==> src/rtl/bcd_updown_counter.sv <==
// Two-digit BCD up/down counter with parallel load, cascade carry/borrow and sticky load-error flag.
// Optional macro BCD_SATURATE_EN: hold at 99 (up) / 00 (down) instead of wrapping.
module bcd_updown_counter (
   input  logic       clk,
   input  logic       reset,
   input  logic       en,
   input  logic       up,
   input  logic       ld,
   input  logic [7:0] din,
   output logic [7:0] q,
   output logic       co,
   output logic       err
);

   logic [7:0] q_r;
   logic [7:0] q_next_s;
   logic       err_r;
   logic       err_next_s;
   logic       at_max_s;
   logic       at_min_s;
   logic       din_ok_s;

   function automatic logic is_bcd_digit(input logic [3:0] d);
      return (d <= 4'd9);
   endfunction

   function automatic logic [7:0] bcd_inc(input logic [7:0] v);
      logic [7:0] r;
      if (v[3:0] >= 4'd9) begin
         r = {v[7:4] + 4'd1, 4'd0};
      end else begin
         r = {v[7:4], v[3:0] + 4'd1};
      end
      return r;
   endfunction

   function automatic logic [7:0] bcd_dec(input logic [7:0] v);
      logic [7:0] r;
      if (v[3:0] == 4'd0) begin
         r = {v[7:4] - 4'd1, 4'd9};
      end else begin
         r = {v[7:4], v[3:0] - 4'd1};
      end
      return r;
   endfunction

   assign at_max_s = (q_r == 8'h99);
   assign at_min_s = (q_r == 8'h00);
   assign din_ok_s = is_bcd_digit(din[7:4]) & is_bcd_digit(din[3:0]);

   // Next-state selection: load beats count; a rejected load also suppresses counting.
   always_comb begin
      q_next_s   = q_r;
      err_next_s = err_r;
      case ({ld, en})
         2'b10, 2'b11: begin
            if (din_ok_s) begin
               q_next_s   = din;
               err_next_s = 1'b0;
            end else begin
               err_next_s = 1'b1;
            end
         end
         2'b01: begin
            if (up) begin
               if (at_max_s) begin
`ifdef BCD_SATURATE_EN
                  q_next_s = 8'h99;
`else
                  q_next_s = 8'h00;
`endif
               end else begin
                  q_next_s = bcd_inc(q_r);
               end
            end else begin
               if (at_min_s) begin
`ifdef BCD_SATURATE_EN
                  q_next_s = 8'h00;
`else
                  q_next_s = 8'h99;
`endif
               end else begin
                  q_next_s = bcd_dec(q_r);
               end
            end
         end
         default: begin
            q_next_s   = q_r;
            err_next_s = err_r;
         end
      endcase
   end

   // State register with synchronous reset.
   always_ff @(posedge clk) begin
      if (reset) begin
         q_r   <= 8'h00;
         err_r <= 1'b0;
      end else begin
         q_r   <= q_next_s;
         err_r <= err_next_s;
      end
   end

   assign q   = q_r;
   assign err = err_r;
   // Terminal count is unregistered so a cascaded stage steps on the same edge.
   assign co  = en & ~ld & ((up & at_max_s) | (~up & at_min_s));

endmodule

==> config.mk <==
export PLATFORM = sky130hd
export DESIGN_NAME = bcd_updown_counter
export DESIGN_NICKNAME = d
export VERILOG_FILES = /design/src/rtl/bcd_updown_counter.sv
export SDC_FILE = /design/constraint.sdc
export NUM_CORES = 1
export LEC_CHECK = 0
export BUFFER_PORTS_ARGS = -buffer_cell sky130_fd_sc_hd__clkbuf_2
export CAP_MARGIN = 40
export CORE_MARGIN = 5
export CORE_UTILIZATION = 58
export CTS_BUF_LIST = sky130_fd_sc_hd__clkbuf_4 sky130_fd_sc_hd__clkbuf_8
export CTS_CLUSTER_DIAMETER = 120
export DETAILED_ROUTE_END_ITERATION = 8
export GPL_TIMING_DRIVEN = 0
export PLACE_DENSITY = 0.89
export SETUP_SLACK_MARGIN = 0.15
export SYNTH_ARGS = -nofsm -noshare
export SYNTH_HDL_FRONTEND = slang
export SYNTH_SLANG_ARGS = --single-unit
==> constraint.sdc <==
create_clock -name clk -period 5.01 [get_ports clk]
set_input_delay 0.7515 -clock clk [delete_from_list [all_inputs] [get_ports clk]]
set_output_delay 0.7515 -clock clk [all_outputs]
set_load 0.1 [all_outputs]
# After elaboration in Yosys (flattened, before gate mapping)
# Cells that the tools add are included.
# word_totals
reg_bits,9
in_bits,13
out_inout_bits,10
word_cells,39
# op_classes
addsub,4
order_cmp,3
eq_ne,7
muxes,8
n_bitwise,8
reduce_logical,6
# op_table
cell,count
$mux W8,6
$pmux W8 S2,1
$add A4 B1 Y4 const B,2
$eq A8 B8 Y1 const B,1
$le A4 B4 Y1 const B,2
$logic_not A8 Y1,1
$ne A4 B4 Y1 const B,2
$sub A4 B1 Y4 const B,2
$and A1 B1 Y1,5
$eq A2 B2 Y1 const B,2
$ge A4 B4 Y1 const B,1
$logic_not A4 Y1,1
$reduce_and A4 Y1,1
$eq A2 B1 Y1 const B,1
$ne A2 B2 Y1 const B,1
$not A1 Y1,2
$reduce_and A2 Y1,1
$reduce_bool A2 Y1,1
$reduce_or A2 Y1,1
$mux W1,1
$or A1 B1 Y1,1

# Depth between registers and ports, before layout
# Gate-level depths: netlist of run 1.
# depth
depth_word,5
mapped_depth,7
depth_no_buf,7

# Least setup slack after synthesis of run 1
# OpenSTA, ideal clock, no wires.
# synth_timing
kind,register to output
from,reg q_r[3] (netlist: q[3])
to,out co
t_arrival_ns,3.252
required_time_ns,4.259
slack_ns,1.007
stages_incl_launch_ff,6
n_path_buf,1
path_cell_list,dfxtp_1 > buf_6 > nand2_1 > nor4_1 > nand2_1 > a21oi_1
# synth_between
elab_chain_len,4
word_cells_on_any_way,6
classes_between,1 x eq/ne; 4 x bitwise; 1 x reduce/logical
# synth_lines
element,line_no,rtl
start: declaration,15,logic [7:0] q_r;
start signal: assignment,100,q_r <= q_next_s;
$eq A8 B8 Y1 / $logic_not A8 Y1 (equally long branches),"47, 48",
$and A1 B1 Y1,108,assign co = en & ~ld & ((up & at_max_s) | (~up & at_min_s));
$or A1 B1 Y1 (*),108,
$and A1 B1 Y1 (*),108,
end: declaration,11,"output logic co,"
# Mark *: on every way between the ends. The rest lies on a longest branch, timed or not.

# Worst setup path in the final report of run 1
# layout_timing
from,reg q_r[0] (netlist: q[0])
to,out co
# The elaborated chain is that of the path after synthesis.

==> key figures, run 1 <==
Status
  • Run status: finished clean

Placement
  • Post-DP HPWL: roughly 1.7 mm
  • Post-place setup slack: 2.12 ns
  • Port buffer count: 21
  • DP Cell Count: between 100 and 150
  • Placer Congestion: a little under 0.9

Timing
  • Setup violators final: 0
  • Tmin final: 3.06 ns
  • Setup TNS: 0 ns
  • Fin crit share: ~60%
  • Worst hold slack: between 0.5 and 0.6 ns
  • Fmax: approximately 0.33 GHz
  • Clk_skew: just under 0.007 ns
  • Max Transition Viols Final: 0
  • Final WS setup: 1.95 ns
  • Slew @ Worst Pin: around 0.54 ns
  • Hold Vio Cnt, Final: 0
  • RSZ-0062 raised after global routing: false
  • Slew headroom: a little under two thirds

Floorplanning
  • Core area: approximately 1500 um^2
  • Die area: between 2000 and 2500 um^2
  • # IOs: 23
  • Die Y: 49.6 um
  • Std cell rows: 14
  • Die X: between 40 and 50 um
  • Initial Util: 61.0%

Setup path
  • Setup CP Type: reg2out
  • CP Depth: 6
  • Crit-path max FO: 7
  • WP data arrival: 2.31 ns
  • Max incr delay on CP: between 0.4 and 0.5 ns
  • Critical Path, Cell by Cell: inv_1, ha_1, nor4b_4, nand2b_1, a21oi_1, clkbuf_2
  • CP delay by family, top: simple AND/OR/NAND/NOR gates
  • Slowest CP cell: nor4b_4
  • Startpoint Class: register
  • Crit path capture type: output pin
  • WP buf/inv: 2
  • Register-to-Register Path Depth: 7
  • Critical path data required time: approximately 4.3 ns

Finish
  • Non-Filler Instances: 145
  • Area taken by multi-input logic gates: approximately 630 um^2
  • Layout fillers: roughly 110
  • N_diodes: 0
  • Reg area: roughly 180 um^2
  • Final nets: 150
  • Share of post-route cells with drive strength above 1: 31.8%
  • Final core utilization: between 70 and 80%
  • Area delta synth->final: 17.1%

Clocking
  • Setup Buffers After CTS: 0
  • Max clock buf depth: 2
  • # clock sinks: 9
  • CTS hold repair buffers: 0
  • CTS tree: done
  • Clk_lat worst skew: around 0.27 ns
  • Root buffer cell: clkbuf_4
  • Worst-path clk slew: approximately 0.070 ns
  • PostCTS Resize Cnt: 0
  • Htree depth: 1
  • Inserted Clock Buffers: 3

Yosys
  • Main synth FF type: dfxtp_1
  • Cell area after synthesis: roughly 910 um^2
  • Synth unique cells: 43
  • Asr flop ratio synth: 0%
  • Post-Syn Nets: roughly 120
  • Mean post-synth cell area: just under 9 um^2
  • Area share of fa/ha/maj cells after synthesis: under 10%
  • Xor/xnor share of the synthesized area: 2.89%
  • Synth warn: 0
  • Post-synthesis instance total: 104
  • Post-synth EDFFs: 0
  • Synth Area in Simple Gates: between 20% and 30%
  • Synth Area in Compound Gates: between 30% and 40%
  • Largest family of logic cells by synthesized area: compound AO/OA/AOI/OAI gates
  • Multiplexer share of the synthesized area: ~4.4%
  • Sequential-to-total area share from yosys stat: roughly 20%
  • Synthesized flop and latch total: 9

Detailed routing
  • Vias post-DR: between 800 and 900
  • Drt first pass iters: 4
  • Final WL: 2.15 mm
  • WL/cell: roughly 15 um
  • Via density: 6.04
  • DRC errors left: 0
  • Iteration-0 DRC Markers: 21
  • Number of routed nets with antenna violations: 0

GRT
  • Global route overflow: 0
  • Largest net degree at the start of global routing: 11
  • Initial antenna violation count: 0
  • GR Util All Layers: 19.0%
  • Vias in the first global route: around 850
  • First-pass GRT wire length: 3.73 mm

Pwr
  • VDD IR-drop max: ~0.00020 V
  • Cell area power density: 272 nW/um^2
  • Leakage: between 0.4 and 0.5 nW

Flow run
  • Max cap viols: 0

Worst hold path
  • Worst Hold Class: reg2reg
  • WHS Path Cells: 2
==> state kept, by name (all words and copies together), names as in the netlist <==
name	count
q	8
err	1
==> per-stage QoR <==
| step | instance area, um^2 | power, mW |
|---|---|---|
| 2_1_floorplan | 908 | 0.201 |
| 3_3_place_gp | 1030 | 0.223 |
| 3_5_place_dp | 1030 | 0.227 |
| 4_1_cts | 1060 | 0.289 |
| 5_1_grt | 1060 | 0.306 |
| 6_report | 1060 | 0.290 |
==> worst paths after layout <==
path / slack [ns] / startpoint / endpoint
min reg2reg: 0.53 / err / err
max reg2reg: 2.92 / q[0] / q[6]
min: 0.53 / err / err
max: 1.95 / q[0] / co
==> cells in the mapped netlist, types with 2 or more instances <==
cell / number / area, um^2
a211oi_1: 5 / 37.5
a21oi_1: 7 / 35.0
a311oi_1: 3 / 26.3
buf_6: 3 / 33.8
clkbuf_8: 2 / 27.5
dfxtp_1: 9 / 180
ha_1: 7 / 87.6
inv_1: 6 / 22.5
mux2i_1: 4 / 40.0
nand2_1: 7 / 26.3
nand2b_1: 2 / 12.5
nand3_1: 5 / 25.0
nor2_1: 8 / 30.0
nor3_1: 2 / 10.0
o21ai_0: 3 / 15.0
o21ai_1: 2 / 10.0
o31ai_1: 2 / 15.0
xnor2_1: 2 / 17.5
==> where the power goes <==
group          leakage (nW)  switching [mW]  internal, mW  total (mW)
clock network        0.0184          0.0271        0.0362      0.0633
logic                 0.371          0.0952        0.0439       0.139
registers            0.0743         0.00919        0.0779      0.0871
total                 0.464           0.132         0.158       0.290
==> routing by layer <==
layer | vias to the layer above | GRT usage, % | part of all wire (%)
met2 | 35 | 30.3 | 46
met4 | 0 | 10.0 | 2.7
met3 | 7 | 3.31 | 6.9
li1 | 440 | - | -
met5 | - | 0 | 0
met1 | 394 | 23.9 | 44
==> cells in the final DEF (no fill, tap or decap), types with 3 or more instances in the layout <==
master    Yosys  final
a211oi_1      5      5
a21oi_1       7      7
a311oi_1      3      3
buf_6         3      3
clkbuf_2      0     21
clkbuf_4      1      5
dfxtp_1       9      9
ha_1          7      7
inv_1         6      6
mux2i_1       4      4
nand2_1       7      7
nand3_1       5      5
nor2_1        8      8
o21ai_0       3      3
==> cell families after synthesis <==
family / after synthesis
multiplexers: 4
adder cells (fa/ha/maj): 7
XOR/XNOR: 3
buffers and inverters: 13
AO/OA/AOI/OAI: 36
AND/OR/NAND/NOR: 32
flip-flops: 9
==> worst reg2reg max path, cell delays in order, from the launching register on <==
cell      delay, ns
dfxtp_1        0.46
inv_1          0.12
ha_1           0.29
or3b_4         0.30
nand3_1        0.13
o311ai_0       0.41
o211ai_1       0.15
a21oi_1        0.18
==> final cells by class <==
| class | count | share of cell area (%) |
|---|---|---|
| repair buffers | 21 | 9.88 |
| flip-flops and latches | 9 | 16.9 |
| clock buffers | 4 | 2.82 |
| well taps | 16 | 1.88 |
| inverters | 6 | 2.12 |
| multi-input cells | 82 | 59.4 |
| plain buffers | 7 | 6.94 |
No activity file was read; power rests on OpenSTA's default activity.
==> inputs of run 2 (changes only) <==
- CORE_UTILIZATION: 58 -> 54
- PLACE_DENSITY: 0.89 -> 0.84
- clock period: 5.01 -> 2.9 ns (I/O delays scaled with it)
==> run 2 against run 1 <==
Compared with the run above: clock skew shrank 0.0037 ns; sequential share of layout area shrank 0.22 points; via count grew 3.4%; global-route usage shrank 2.1 points; total power grew 75%; flip-flop and latch count is the same; cell count grew 1.4%; utilization shrank 0.88 points; cell area grew 3.4%; hold slack lost 0.14 ns; critical path type unchanged; highest routed layer is now met3.
==> key figures, run 2 (same netlist as run 1, synthesis figures left out) <==
Timing
  • Clk_skew: 0.00300 ns
  • Setup violators final: 0
  • Max Transition Viols Final: 0
  • Setup TNS: 0 ns
  • Tmin final: 2.54 ns
  • RSZ-0062 raised after global routing: false
  • Slew @ Worst Pin: between 0.5 and 0.6 ns
  • Slew headroom: a little under two thirds
  • Hold Vio Cnt, Final: 0
  • Fmax: 0.393 GHz
  • Fin crit share: between 80% and 90%

Finish
  • Non-Filler Instances: 147
  • Area taken by multi-input logic gates: around 650 um^2
  • Commonest non-fill, non-tap cells in the layout: clkbuf_2, nor2_1, nand2_1, ha_1
  • Most common cell after layout, fill and taps aside: clkbuf_2
  • Layout fillers: ~120
  • Final nets: around 150
  • Share of post-route cells with drive strength above 1: a little over a third
  • Fin area: around 1100 um^2
  • N_diodes: 0
  • Largest register FFs: 8
  • Area delta synth->final: 21.1%
  • Reg area: around 180 um^2

Detailed routing
  • Iteration-0 DRC Markers: 28
  • DRC errors left: 0
  • Vias post-DR: between 900 and 1k
  • Number of routed nets with antenna violations: 0
  • Drt first pass iters: 4
  • Final WL: roughly 2.2 mm
  • WL/cell: approximately 15 um
  • Via density: between 6 and 7

Floorplanning
  • Initial Util: between 50 and 60%
  • Core area: between 1500 and 2000 um^2
  • Die X: roughly 51 um
  • Die area: roughly 2600 um^2
  • Std cell rows: 14
  • Die Y: between 50 and 60 um
  • # IOs: 23

GRT
  • Vias in the first global route: 811
  • GR Util All Layers: between 10% and 20%
  • Largest net degree at the start of global routing: 11
  • Global route overflow: 0
  • First-pass GRT wire length: about 3.5 mm
  • Initial antenna violation count: 0

Placement
  • Placer Congestion: about 0.84
  • Port buffer count: 21
  • DP Cell Count: roughly 140
  • Placed instance area: around 1000 um^2
  • Post-DP HPWL: approximately 1.7 mm

Pwr
  • VDD IR-drop max: about 0.00032 V
  • Leakage: roughly 0.48 nW
  • Cell area power density: around 460 nW/um^2
  • Logic pwr share: between 40% and 50%
  • Clk pwr share: between 20% and 30%
  • Switching Share: between 40% and 50%
  • NetSw: between 200 and 250 uW
  • Int Pwr: between 200 and 300 uW
  • Final Power: just over 500 uW
  • Sequential share of power: 29.9%

Setup path
  • Crit-path max FO: 8
  • Setup CP Type: reg2out
  • WP data arrival: 2.11 ns
  • Startpoint Class: register
  • Critical path data required time: 2.47 ns
  • Crit path capture type: output pin

Clocking
  • Clk_lat worst skew: around 0.26 ns
  • # clock sinks: 9
  • Inserted Clock Buffers: 3
  • Max clock buf depth: 2
  • Htree depth: 1
  • Worst-path clk slew: around 0.070 ns
  • Root buffer cell: clkbuf_4
  • CTS tree: done

Worst hold path
  • Worst Hold Class: in2reg

Status
  • Run status: finished clean

Flow run
  • Max cap viols: 0
-- run 2: worst max-delay path, stage by stage, from the launching register on --
cell and delay (ns):
dfxtp_2 0.36, inv_1 0.13, ha_1 0.17, or3b_1 0.40, nand2b_1 0.22, a21oi_4 0.14
buf_2 0.43
-- run 2: timing repair --
| item | CTS | global route |
|---|---|---|
| gates resized for setup | 0 | 2 |
| endpoints found under the setup margin | 0 | 1 |
| hold buffers | 0 | 0 |
| setup buffers | 0 | 2 |
-- run 2: cell type report --
class / instances / share of cell area [%]
clock buffers: 4 / 2.73
plain buffers: 7 / 6.71
inverters: 6 / 2.05
flip-flops and latches: 9 / 16.7
multi-input cells: 82 / 59.0
well taps: 16 / 1.82
repair buffers: 23 / 10.9
-- run 2: metrics by stage --
step	hold slack (ns)	setup WS (ns)	util, %
floorplan	0.585	0.164	-
global placement	0.481	0.463	67.3
CTS	0.395	0.160	69.2
finish	0.393	0.356	70.5
detailed placement	0.508	0.444	67.3
global route	0.386	0.254	70.5
-- run 2: per-layer routing --
metal / vias up / track usage [%] / share of wire, %
li1: 452 / - / -
met2: 30 / 29.2 / 48
met3: 0 / 2.03 / 6.0
met1: 424 / 22.8 / 46
met4: 0 / 2.69 / 0
met5: - / 0 / 0
-- run 2: path summary, 6_finish.rpt --
check / slack (ns) / endpoint / from / cells past startpoint
setup reg to reg: 0.76 / q[6] / q[1] / 7
hold reg to reg: 0.52 / err / err / 2
hold / removal: 0.39 / q[4] / reset / 2
setup / recovery: 0.36 / co / q[4] / 6
-- run 2: power groups by stage --
stage               clock, mW  sequential [mW]  combinational (mW)
floorplan                   0            0.228               0.121
global placement            0            0.153               0.236
finish                  0.108            0.152               0.248
global route            0.117            0.154               0.265
CTS                     0.107            0.151               0.241
detailed placement          0            0.154               0.240
